--- src/rtl/q_sweep_if.sv ---
// Sweep sequencer bus: control inputs, setpoint/loop controls and results.
// SWEEP_STOP_ON_TIMEOUT_EN adds sweep_err.
interface q_sweep_if #(
  parameter int BUS_WIDTH      = 10,
  parameter int N_POINTS       = 4,
  parameter int TIMEOUT_CYCLES = 5000
);
  localparam int IW = (N_POINTS > 1) ? $clog2(N_POINTS) : 1;
  localparam int CW = $clog2(TIMEOUT_CYCLES + 1);
  localparam int NW = $clog2(N_POINTS + 1);

  logic                 start;
  logic                 abort;
  logic                 mode;
  logic                 converged;
  logic [BUS_WIDTH-1:0] q_desired;
  logic                 loop_en;
  logic                 loop_rst;
  logic                 busy;
  logic                 done;
  logic                 res_valid;
  logic [IW-1:0]        res_idx;
  logic                 res_timeout;
  logic [CW-1:0]        res_cycles;
  logic [NW-1:0]        pass_cnt;
  logic [NW-1:0]        tmo_cnt;
`ifdef SWEEP_STOP_ON_TIMEOUT_EN
  logic                 sweep_err;
`endif

  modport master (
    input  start, abort, mode, converged,
`ifdef SWEEP_STOP_ON_TIMEOUT_EN
    output sweep_err,
`endif
    output q_desired, loop_en, loop_rst,
    output busy, done, res_valid, res_idx,
    output res_timeout, res_cycles,
    output pass_cnt, tmo_cnt
  );

  modport slave (
    output start, abort, mode, converged,
`ifdef SWEEP_STOP_ON_TIMEOUT_EN
    input  sweep_err,
`endif
    input  q_desired, loop_en, loop_rst,
    input  busy, done, res_valid, res_idx,
    input  res_timeout, res_cycles,
    input  pass_cnt, tmo_cnt
  );
endinterface

--- src/rtl/q_sweep_sequencer.sv ---
// Setpoint sweep sequencer for the Q control loop.
// Optional: SWEEP_STOP_ON_TIMEOUT_EN ends the sweep on the first timeout.
module q_sweep_sequencer #(
  parameter int          BUS_WIDTH      = 10,
  parameter int          N_POINTS       = 4,
  parameter int          STEP           = 20,
  parameter int          TIMEOUT_CYCLES = 5000,
  parameter int          RST_CYCLES     = 5,
  parameter logic [15:0] LFSR_SEED      = 16'hACE1
) (
  input  logic       clk,
  input  logic       rst,
  q_sweep_if.master  bus
);
  localparam int IW = (N_POINTS > 1) ? $clog2(N_POINTS) : 1;
  localparam int CW = $clog2(TIMEOUT_CYCLES + 1);
  localparam int NW = $clog2(N_POINTS + 1);
  localparam int RW = (RST_CYCLES > 1) ? $clog2(RST_CYCLES + 1) : 1;
  localparam int BW = BUS_WIDTH;
  localparam logic [31:0] MAXV = (32'd1 << BW) - 32'd1;

  typedef enum logic [2:0] {
    S_IDLE, S_PRE, S_LOAD, S_RUN,
    S_REC, S_GAP, S_DONE
  } state_e;

  state_e        state_q, state_d;
  logic [RW-1:0] rcnt_q, rcnt_d;
  logic [CW-1:0] cyc_q, cyc_d;
  logic [IW-1:0] idx_q, idx_d;
  logic          mode_q, mode_d;
  logic [15:0]   lfsr_q, lfsr_d;
  logic [BW-1:0] q_q, q_d;
  logic [NW-1:0] pass_q, pass_d;
  logic [NW-1:0] tmo_q, tmo_d;
  logic [IW-1:0] ridx_q, ridx_d;
  logic          rtmo_q, rtmo_d;
  logic [CW-1:0] rcyc_q, rcyc_d;
  logic          err_q, err_d;

  logic          rst_last, idx_last, tmo_hit;
  logic [15:0]   lfsr_nx;
  logic [31:0]   lo_w, span_w, off_w, sum_w;
  logic [BW-1:0] sp;

  assign rst_last = (rcnt_q == RW'(RST_CYCLES - 1));
  assign idx_last = (idx_q == IW'(N_POINTS - 1));
  assign tmo_hit  = (cyc_q == CW'(TIMEOUT_CYCLES));
  assign lfsr_nx  = lfsr_q[0] ? ({1'b0, lfsr_q[15:1]} ^ 16'hB400)
                              : {1'b0, lfsr_q[15:1]};

  // Window lo_i = STEP*(i+2), random offset scaled into [0, STEP*(i+1)]
  always_comb begin
    lo_w   = 32'(STEP) * (32'(idx_q) + 32'd2);
    span_w = 32'(STEP) * (32'(idx_q) + 32'd1);
    off_w  = (32'(lfsr_q) * (span_w + 32'd1)) >> 16;
    sum_w  = lo_w + (mode_q ? off_w : 32'd0);
    sp     = (sum_w > MAXV) ? MAXV[BW-1:0] : sum_w[BW-1:0];
  end

  always_ff @(posedge clk or negedge rst) begin
    if (!rst) state_q <= S_IDLE;
    else      state_q <= state_d;
  end

  always_comb begin
    state_d = state_q;
    if (bus.abort) begin
      state_d = S_IDLE;
    end else begin
      unique case (state_q)
        S_IDLE, S_DONE:
          if (bus.start) state_d = S_PRE;
        S_PRE:
          if (rst_last) state_d = S_LOAD;
        S_LOAD:
          state_d = S_RUN;
        S_RUN:
          if (bus.converged || tmo_hit) state_d = S_REC;
        S_REC:
`ifdef SWEEP_STOP_ON_TIMEOUT_EN
          state_d = rtmo_q ? S_DONE : S_GAP;
`else
          state_d = S_GAP;
`endif
        S_GAP:
          if (rst_last) state_d = idx_last ? S_DONE : S_LOAD;
        default:
          state_d = S_IDLE;
      endcase
    end
  end

  always_comb begin
    idx_d  = idx_q;
    mode_d = mode_q;
    lfsr_d = lfsr_q;
    q_d    = q_q;
    pass_d = pass_q;
    tmo_d  = tmo_q;
    ridx_d = ridx_q;
    rtmo_d = rtmo_q;
    rcyc_d = rcyc_q;
    err_d  = err_q;
    rcnt_d = '0;
    if ((state_q == S_PRE || state_q == S_GAP) && state_d == state_q)
      rcnt_d = rcnt_q + 1'b1;
    cyc_d = (state_q == S_RUN) ? cyc_q + 1'b1 : CW'(1);
    if ((state_q == S_IDLE || state_q == S_DONE) && state_d == S_PRE) begin
      idx_d  = '0;
      pass_d = '0;
      tmo_d  = '0;
      mode_d = bus.mode;
      err_d  = 1'b0;
    end
    if (state_q == S_LOAD && state_d == S_RUN) begin
      q_d    = sp;
      lfsr_d = lfsr_nx;
    end
    if (state_q == S_RUN && state_d == S_REC) begin
      ridx_d = idx_q;
      rtmo_d = !bus.converged;
      rcyc_d = cyc_q;
      if (bus.converged) pass_d = pass_q + 1'b1;
      else               tmo_d  = tmo_q + 1'b1;
    end
    if (state_q == S_GAP && state_d == S_LOAD)
      idx_d = idx_q + 1'b1;
    if (state_q == S_REC && state_d == S_DONE)
      err_d = 1'b1;
  end

  always_ff @(posedge clk or negedge rst) begin
    if (!rst) begin
      rcnt_q <= '0;
      cyc_q  <= '0;
      idx_q  <= '0;
      mode_q <= 1'b0;
      lfsr_q <= LFSR_SEED;
      q_q    <= '0;
      pass_q <= '0;
      tmo_q  <= '0;
      ridx_q <= '0;
      rtmo_q <= 1'b0;
      rcyc_q <= '0;
      err_q  <= 1'b0;
    end else begin
      rcnt_q <= rcnt_d;
      cyc_q  <= cyc_d;
      idx_q  <= idx_d;
      mode_q <= mode_d;
      lfsr_q <= lfsr_d;
      q_q    <= q_d;
      pass_q <= pass_d;
      tmo_q  <= tmo_d;
      ridx_q <= ridx_d;
      rtmo_q <= rtmo_d;
      rcyc_q <= rcyc_d;
      err_q  <= err_d;
    end
  end

  logic loop_en, loop_rst, busy, done, res_valid;

  // Enable stays up across the LOADs between points
  always_comb begin
    loop_en   = 1'b0;
    loop_rst  = 1'b0;
    busy      = 1'b1;
    done      = 1'b0;
    res_valid = 1'b0;
    unique case (state_q)
      S_IDLE: busy = 1'b0;
      S_DONE: begin
        busy = 1'b0;
        done = 1'b1;
      end
      S_PRE:  loop_rst = 1'b1;
      S_LOAD: loop_en  = (idx_q != '0);
      S_RUN:  loop_en  = 1'b1;
      S_REC: begin
        loop_en   = 1'b1;
        res_valid = 1'b1;
      end
      S_GAP: begin
        loop_en  = 1'b1;
        loop_rst = 1'b1;
      end
      default: busy = 1'b0;
    endcase
  end

  assign bus.q_desired   = q_q;
  assign bus.loop_en     = loop_en;
  assign bus.loop_rst    = loop_rst;
  assign bus.busy        = busy;
  assign bus.done        = done;
  assign bus.res_valid   = res_valid;
  assign bus.res_idx     = ridx_q;
  assign bus.res_timeout = rtmo_q;
  assign bus.res_cycles  = rcyc_q;
  assign bus.pass_cnt    = pass_q;
  assign bus.tmo_cnt     = tmo_q;
`ifdef SWEEP_STOP_ON_TIMEOUT_EN
  assign bus.sweep_err   = err_q && (state_q == S_DONE);
`else
  logic unused_err;
  assign unused_err = err_q;
`endif
endmodule

--- src/flat_wrapper.sv ---
// flat-port wrapper written by rule: the top's interface ports become plain ports
module q_sweep_sequencer_flat 
#(
  parameter int          BUS_WIDTH      = 10,
  parameter int          N_POINTS       = 4,
  parameter int          STEP           = 20,
  parameter int          TIMEOUT_CYCLES = 5000,
  parameter int          RST_CYCLES     = 5,
  parameter logic [15:0] LFSR_SEED      = 16'hACE1
)
  (clk, rst, bus_start, bus_abort, bus_mode, bus_converged, bus_q_desired, bus_loop_en, bus_loop_rst, bus_busy, bus_done, bus_res_valid, bus_res_idx, bus_res_timeout, bus_res_cycles, bus_pass_cnt, bus_tmo_cnt);
  q_sweep_if #(.BUS_WIDTH(BUS_WIDTH), .N_POINTS(N_POINTS), .TIMEOUT_CYCLES(TIMEOUT_CYCLES)) bus_i ();
  input  logic clk;
  input  logic rst;
  input wire logic [$bits(bus_i.start)-1:0] bus_start;
  input wire logic [$bits(bus_i.abort)-1:0] bus_abort;
  input wire logic [$bits(bus_i.mode)-1:0] bus_mode;
  input wire logic [$bits(bus_i.converged)-1:0] bus_converged;
  output wire logic [$bits(bus_i.q_desired)-1:0] bus_q_desired;
  output wire logic [$bits(bus_i.loop_en)-1:0] bus_loop_en;
  output wire logic [$bits(bus_i.loop_rst)-1:0] bus_loop_rst;
  output wire logic [$bits(bus_i.busy)-1:0] bus_busy;
  output wire logic [$bits(bus_i.done)-1:0] bus_done;
  output wire logic [$bits(bus_i.res_valid)-1:0] bus_res_valid;
  output wire logic [$bits(bus_i.res_idx)-1:0] bus_res_idx;
  output wire logic [$bits(bus_i.res_timeout)-1:0] bus_res_timeout;
  output wire logic [$bits(bus_i.res_cycles)-1:0] bus_res_cycles;
  output wire logic [$bits(bus_i.pass_cnt)-1:0] bus_pass_cnt;
  output wire logic [$bits(bus_i.tmo_cnt)-1:0] bus_tmo_cnt;
  assign bus_i.start = bus_start;
  assign bus_i.abort = bus_abort;
  assign bus_i.mode = bus_mode;
  assign bus_i.converged = bus_converged;
  assign bus_q_desired = bus_i.q_desired;
  assign bus_loop_en = bus_i.loop_en;
  assign bus_loop_rst = bus_i.loop_rst;
  assign bus_busy = bus_i.busy;
  assign bus_done = bus_i.done;
  assign bus_res_valid = bus_i.res_valid;
  assign bus_res_idx = bus_i.res_idx;
  assign bus_res_timeout = bus_i.res_timeout;
  assign bus_res_cycles = bus_i.res_cycles;
  assign bus_pass_cnt = bus_i.pass_cnt;
  assign bus_tmo_cnt = bus_i.tmo_cnt;
  q_sweep_sequencer #(.BUS_WIDTH(BUS_WIDTH), .N_POINTS(N_POINTS), .STEP(STEP), .TIMEOUT_CYCLES(TIMEOUT_CYCLES), .RST_CYCLES(RST_CYCLES), .LFSR_SEED(LFSR_SEED)) u_core (.clk(clk), .rst(rst), .bus(bus_i));
endmodule
--- config.mk ---
export PLATFORM = sky130hd
export DESIGN_NAME = q_sweep_sequencer_flat
export DESIGN_NICKNAME = d
export VERILOG_FILES = /design/src/rtl/q_sweep_if.sv /design/src/rtl/q_sweep_sequencer.sv /design/src/flat_wrapper.sv
export SDC_FILE = /design/constraint.sdc
export NUM_CORES = 1
export LEC_CHECK = 0
export ABC_AREA = 1
export CAP_MARGIN = 0
export CORE_MARGIN = 1.5
export CORE_UTILIZATION = 50
export CTS_BUF_LIST = sky130_fd_sc_hd__clkbuf_4 sky130_fd_sc_hd__clkbuf_8
export DETAILED_ROUTE_END_ITERATION = 12
export DONT_BUFFER_PORTS = 1
export REMOVE_ABC_BUFFERS = 1
export SETUP_SLACK_MARGIN = 0.3
export SLEW_MARGIN = 40
export SYNTH_ARGS = -nofsm -noshare
export SYNTH_HDL_FRONTEND = slang
export SYNTH_SLANG_ARGS = --single-unit
--- constraint.sdc ---
create_clock -name clk -period 20.9 [get_ports clk]
set_clock_uncertainty 0.05 [all_clocks]
set_input_delay 3.135 -clock clk [delete_from_list [all_inputs] [get_ports clk]]
set_output_delay 3.135 -clock clk [all_outputs]
set_load 0.005 [all_outputs]
==> implementation parameters, run 1 <==
Parameter                              Value

Worst setup path
  Endpoint kind of the worst setup timing path ... register
  Cell family contributing the most delay on the critical path ... adder cells
  CP Depth ... 32
  Worst Path Required ... 21.10 ns
  Highest net fanout along the worst path ... 19
  Worst setup slack for register-to-register paths ... 11.88 ns
  Kind of launch point of the worst setup path ... register
  Depth of the worst register-to-register path ... 32
  Crit Path Category ... register to register
  Buf+Inv Stages, Crit Path ... 7
  Worst path arrival time ... 9.22 ns
  Slowest cell on crit path ... ha_1
  Slowest Stage Delay on Critical Path ... 0.88 ns

Pwr
  Logic pwr share ... 57.5%
  Leakage power figure ... 4.67 nW
  Share of total power consumed by net switching ... 47.2%
  Total power divided by cell area ... 79.8 mW/mm^2
  Highest ir drop seen on vdd ... 0.0000470 V
  Internal power ... 0.343 mW
  Clock power frac ... 17.8%
  Design Power ... 0.650 mW
  Net switching power figure ... 0.307 mW
  Sequential Power Share ... 24.7%

Clock network
  PostCTS Resize Cnt ... 0
  CTS tree ... yes
  CTS Hold Buffers Added ... 0
  H-Tree Level Count ... 3
  Master cell of the clock root buffer ... clkbuf_8
  Number of buffers on the longest clock path ... 2
  Total clock buffers created by CTS ... 9
  Reg clk slew, reported paths ... 0.08 ns
  Source-to-sink clock delay at the later pin of the worst-skew pair ... 0.36 ns
  Number of sinks on the clock net ... 70
  Post-CTS setup buffer count ... 0

Yosys
  Top cells by area, synth ... dfrtp_1 (20%), ha_1 (20%), fa_1 (17%)
  Post-Synthesis Cells ... 963
  Simple-gate area share of the yosys netlist ... 19.2%
  Post-synth design cell area ... 0.00779 sq mm
  Number of warnings issued by yosys ... 0
  XOR/XNOR Fraction of Synth Area ... 0.675%
  Combinational family with the most area after synthesis ... adder cells
  Area share of the largest cell type after synthesis ... 19.9%
  Synthesized-area fraction occupied by ao, oa, aoi and oai cells ... 8.56%
  Most area-hungry cell type in the Yosys netlist ... dfrtp_1
  Mux contribution to synthesized area ... 0.257%
  Number of storage elements in the synthesis netlist ... 70
  Most used flip-flop cell after synthesis ... dfrtp_1
  Share of flip-flops with an asynchronous set or reset ... 100%
  Portion of the post-synthesis area used by sequential elements ... 22.6%
  Number of different library cells in the post-synthesis netlist ... 44
  Number of flops mapped to enable cells by yosys ... 0
  Mean Syn Cell Area ... 8.09 sq um
  Synthesized-area fraction occupied by adder cells ... 37.1%

Floorplan
  I/O pin count ... 43
  Count of standard-cell rows ... 45
  Y dimension of the die ... 128 um
  Effective utilization at floorplan ... 51.2%
  Area of the die ... 0.0163 sq mm
  Die X-Extent ... 128 um
  Std-Cell Core Area ... 0.0152 sq mm

Layout
  Footprint of the multi-input gates ... 0.00513 sq mm
  Antenna cells ... 0
  Final cell utilization of the core ... 53.6%
  # nets final ... 1,154
  Number of inserted filler cells in the final layout ... 1,483
  Area growth, synth to finish ... 4.59%
  Sequential Area ... 0.00176 sq mm
  Layout cell share with drive strength beyond 1 ... 7.58%
  Final cell count without fillers ... 1,151

Placed design
  Routability-driven placement congestion ratio ... 0.838
  Instance count after placement with tap cells included ... 1,135
  PortBufs ... 0
  Post-detailed-placement half-perimeter wirelength ... 13,700 um

Timing
  Achievable Freq ... 111 MHz
  Max-slew violation count ... 0
  Worst slew margin ... 50.7%
  Least-Margin Pin Slew ... 0.739 ns
  Final-layout setup total negative slack ... 0 ns
  Final hold violations ... 0
  Final worst path period need ... 9.02 ns
  Min Hold Slack ... 0.421 ns
  Setup repair after global routing missed its margin ... false
  Final cycle utilization of the critical path ... 43.2%
  Final setup vio count ... 0

Drt
  Drc violations ... 0
  Avg WL per Cell ... 14.7 um
  Initial drt markers ... 404
  Total length of routed met2 wires ... 8010 um
  Final antenna-violating net count ... 0
  Total Wirelength ... 16,900 um
  DRT Pass-1 Iters ... 5
  Met3 wire len ... 526 um
  Routed length on met1 ... 8110 um
  Top Layer Used ... met4
  Routed via count ... 5,849
  Routed via count divided by cell count ... 5.08

Hold path
  Hold path depth ... 1
  Worst hold-check path type ... register to register

GRT
  Total routing usage reported by global routing ... 22.8%
  Wire length of the first global-routing pass ... 29,200 um
  Antenna violations before repair ... 0
  Via count of the first global-routing pass ... 5,933
  GRT overflow ... 0
  Pin count of the biggest net entering global routing ... 71

Flow run
  Max-cap check violation count ... 0

Run status
  Status ... finished clean
==> cells by family (layout without fill, tap and decap cells) <==
| logic type | after synthesis | count (layout) |
|---|---|---|
| flops | 70 | 70 |
| fa+ha+maj | 190 | 190 |
| xor+xnor | 6 | 6 |
| compound gates | 114 | 114 |
| simple gates | 348 | 348 |
| other cells | 1 | 1 |
| buf+inv | 232 | 232 |
| mux | 2 | 2 |
==> flip-flops by register name, summed over array words and instances, names as in the netlist, 2 cells and up <==
name and cells:
u_core.idx_q 2, u_core.bus.tmo_cnt 3, u_core.bus.q_desired 10, u_core.bus.res_cycles 13, u_core.rcnt_q 3, u_core.bus.pass_cnt 3, u_core.bus.res_idx 2, u_core.lfsr_q 16
u_core.state_q 3, u_core.cyc_q 13
==> layout by cell type (no fill, tap or decap), types with 2 or more instances in the layout <==
cell type	count
nand3_2	4
or2_0	2
clkinvlp_4	3
inv_2	11
inv_1	201
fa_1	68
dfstp_2	8
nor2_2	7
mux2i_1	2
clkbuf_8	9
ha_1	122
nand3_1	24
nor2_4	3
nand4_1	6
nand2_4	3
xnor2_1	4
a21oi_1	35
o21ai_1	8
nor3_1	8
clkinv_1	3
nand2_2	5
o21ai_0	39
nor3_2	2
a21o_1	3
dfrtp_1	62
a21oi_2	3
o21bai_1	13
nand2_1	199
o21ai_2	8
xor2_1	2
nor2_1	81
==> routing by layer <==
| layer | global-route usage (%) | vias to the layer above |
|---|---|---|
| met5 | 0 | - |
| met4 | 6.15 | 0 |
| met3 | 3.13 | 14 |
| met2 | 36.9 | 70 |
| met1 | 32.3 | 2808 |
| li1 | - | 2957 |
==> metrics by stage <==
step	area, sq um	setup slack, ns
after global placement	7950	12.23
final	8150	11.88
after CTS	8150	11.92
after global routing	8150	11.23
after detailed placement	7950	11.95
after floorplan	7700	13.27
==> worst paths after layout <==
path,end,from
worst max-delay path,u_core.bus.q_desired[5],u_core.idx_q[0]
worst min-delay path,u_core.rcnt_q[0],u_core.rcnt_q[0]
worst max register to register,u_core.bus.q_desired[5],u_core.idx_q[0]
worst min register to register,u_core.rcnt_q[0],u_core.rcnt_q[0]
max in group asynchronous,u_core.lfsr_q[15],rst
min in group asynchronous,u_core.lfsr_q[8],rst
==> cells in the mapped netlist, types with 11 or more instances <==
| cell type | instances |
|---|---|
| o21bai_1 | 13 |
| ha_1 | 122 |
| inv_1 | 201 |
| nor2_1 | 81 |
| fa_1 | 68 |
| inv_2 | 11 |
| o21ai_0 | 39 |
| nand3_1 | 24 |
| a21oi_1 | 35 |
| dfrtp_1 | 62 |
| nand2_1 | 199 |
==> power groups by stage <==
stage | clock network, mW | registers (mW) | logic (mW)
2_1_floorplan | 0 | 0.157 | 0.287
3_3_place_gp | 0 | 0.164 | 0.373
3_5_place_dp | 0 | 0.163 | 0.376
4_1_cts | 0.119 | 0.161 | 0.380
5_1_grt | 0.124 | 0.162 | 0.446
6_report | 0.115 | 0.161 | 0.374
==> cell type report <==
cell class                      instances  share of cell area (%)
Clock inverter                          6                   0.860
Tap cell                              188                    2.89
Multi-Input combinational cell        661                    63.0
Clock buffer                           10                    1.61
Timing Repair Buffer                    1                  0.0921
Inverter                              215                    9.90
Sequential cell                        70                    21.6
Note: power is estimated with default switching activity, not from simulation.
==> run 2, diff against run 1 <==
PLACE_DENSITY = 0.68   (was not set)
clock period = 8.1 ns   (was 20.9 ns; I/O delays follow)
==> run 2 against run 1 <==
Compared with the run above:
- cell count increased by 0.52%
- worst setup slack got worse by 11 ns
- cell area increased by 0.95%
- global-route usage decreased by 1.4 points
- fmax increased by 24%
- utilization increased by 0.51 points
- die area unchanged
- sequential power increased to 2.6 times the previous value
- clock power increased to 2.6 times the previous value
- sequential cell count unchanged
==> implementation parameters, run 2 (synthesis results as in run 1) <==
Parameter                              Value

Floorplan
  Die X-Extent ... 128 um
  Effective utilization at floorplan ... 51.2%
  Y dimension of the die ... 128 um
  Count of standard-cell rows ... 45
  Area of the die ... 0.0163 sq mm
  Std-Cell Core Area ... 0.0152 sq mm
  I/O pin count ... 43

Worst setup path
  Slowest Stage Delay on Critical Path ... 0.53 ns
  Kind of launch point of the worst setup path ... register
  Depth of the worst register-to-register path ... 33
  Highest net fanout along the worst path ... 18
  FF-to-FF Start ... u_core.idx_q[0]
  Worst Path Required ... 8.30 ns
  Worst path arrival time ... 7.50 ns
  Cell family contributing the most delay on the critical path ... adder cells
  Worst R2R End ... u_core.bus.q_desired[3]
  Endpoint kind of the worst setup timing path ... register
  Crit Path Category ... register to register
  Worst setup startpoint ... u_core.idx_q[0]
  Slowest cell on crit path ... fa_1
  Most used cell along the critical path ... inv_1
  Worst setup slack for register-to-register paths ... 0.80 ns
  Buf+Inv Stages, Crit Path ... 9

Timing
  Final-layout setup total negative slack ... 0 ns
  Final worst path period need ... 7.30 ns
  Final cycle utilization of the critical path ... 90.1%
  Final setup vio count ... 0
  Final hold violations ... 0
  Least-Margin Pin Slew ... 0.542 ns
  Setup repair after global routing missed its margin ... false
  Max-slew violation count ... 0
  Achievable Freq ... 137 MHz
  PnR worst setup slack ... 0.804 ns
  Worst slew margin ... 63.8%

Run status
  Status ... finished clean

Clock network
  Total clock buffers created by CTS ... 9
  Master cell of the clock root buffer ... clkbuf_8
  Number of buffers on the longest clock path ... 2
  Source-to-sink clock delay at the later pin of the worst-skew pair ... 0.36 ns
  PostCTS Resize Cnt ... 0
  Number of sinks on the clock net ... 70
  CTS tree ... yes
  CTS Hold Buffers Added ... 0
  H-Tree Level Count ... 3
  Post-CTS setup buffer count ... 0
  Reg clk slew, reported paths ... 0.09 ns

Drt
  Drc violations ... 0
  Initial drt markers ... 255
  Avg WL per Cell ... 13.9 um
  Final antenna-violating net count ... 0
  Routed via count ... 5,816
  Routed via count divided by cell count ... 5.03
  Total Wirelength ... 16,100 um
  DRT Pass-1 Iters ... 4

GRT
  Total routing usage reported by global routing ... 21.4%
  Via count of the first global-routing pass ... 5,817
  Antenna violations before repair ... 0
  Wire length of the first global-routing pass ... 27,700 um
  Pin count of the biggest net entering global routing ... 71
  GRT overflow ... 0

Placed design
  Post-detailed-placement half-perimeter wirelength ... 13,400 um
  DP Worst Slack ... 0.605 ns
  Routability-driven placement congestion ratio ... 0.845
  PortBufs ... 0

Hold path
  Startpoint of the lowest-slack hold path ... u_core.cyc_q[0]
  Hold path depth ... 1
  Worst Hold Path EP ... u_core.cyc_q[0]
  Worst hold-check path type ... register to register

Pwr
  Leakage power figure ... 4.71 nW
  Highest ir drop seen on vdd ... 0.000128 V
  Design Power ... 1.67 mW
  Total power divided by cell area ... 203 mW/mm^2

Layout
  # nets final ... 1,160
  Number of inserted filler cells in the final layout ... 1,458
  Largest register FFs ... 16
  Antenna cells ... 0
  Final cell utilization of the core ... 54.1%
  Biggest register ... u_core.lfsr_q
  Commonest cells after routing, fill and taps aside ... inv_1 (200), nand2_1 (199), ha_1 (122)
  Area growth, synth to finish ... 5.59%
  Most common library cell in the layout ignoring fill and taps ... inv_1
  Layout cell share with drive strength beyond 1 ... 8.36%

Flow run
  Max-cap check violation count ... 0
## run 2: how the worst max path moves through the flow
stage                                         end  depth (start not counted)
after global routing      u_core.bus.q_desired[4]                         33
after global placement    u_core.bus.q_desired[8]                         33
after detailed placement  u_core.bus.q_desired[3]                         33
after CTS                 u_core.bus.q_desired[3]                         33
after floorplan           u_core.bus.q_desired[8]                         32
final                     u_core.bus.q_desired[3]                         33
## run 2: routing by layer
metal  vias to the layer above  share of wire, %  GRT usage [%]
li1                       2979                 -              -
met4                         0               1.3           5.35
met1                      2731                46           29.1
met3                        14               3.7           2.63
met5                         -                 0              0
met2                        92                49           36.3
## run 2: per-stage QoR
| step | hold slack (ns) | cell area, sq um | cells |
|---|---|---|---|
| floorplan | 0.382 | 7700 | 946 |
| global placement | 0.402 | 7980 | 1140 |
| detailed placement | 0.417 | 8010 | 1141 |
| CTS | 0.431 | 8220 | 1157 |
| global route | 0.454 | 8230 | 1157 |
| finish | 0.429 | 8230 | 1157 |
## run 2: power by group
part,internal (mW),total (mW),leakage [nW],switching (mW)
combinational,0.363,0.955,3.72,0.592
sequential,0.376,0.415,0.900,0.0389
clock,0.146,0.298,0.0944,0.151
total,0.886,1.67,4.71,0.782
## run 2: area by class of cell
class	instances	area [sq um]	share of cell area, %
well taps	188	235	2.86
clock inverters	7	81.3	0.989
inverters	215	807	9.81
clock buffers	9	124	1.51
repair buffers	7	76.3	0.928
multi-input cells	661	5140	62.5
flip-flops and latches	70	1760	21.4
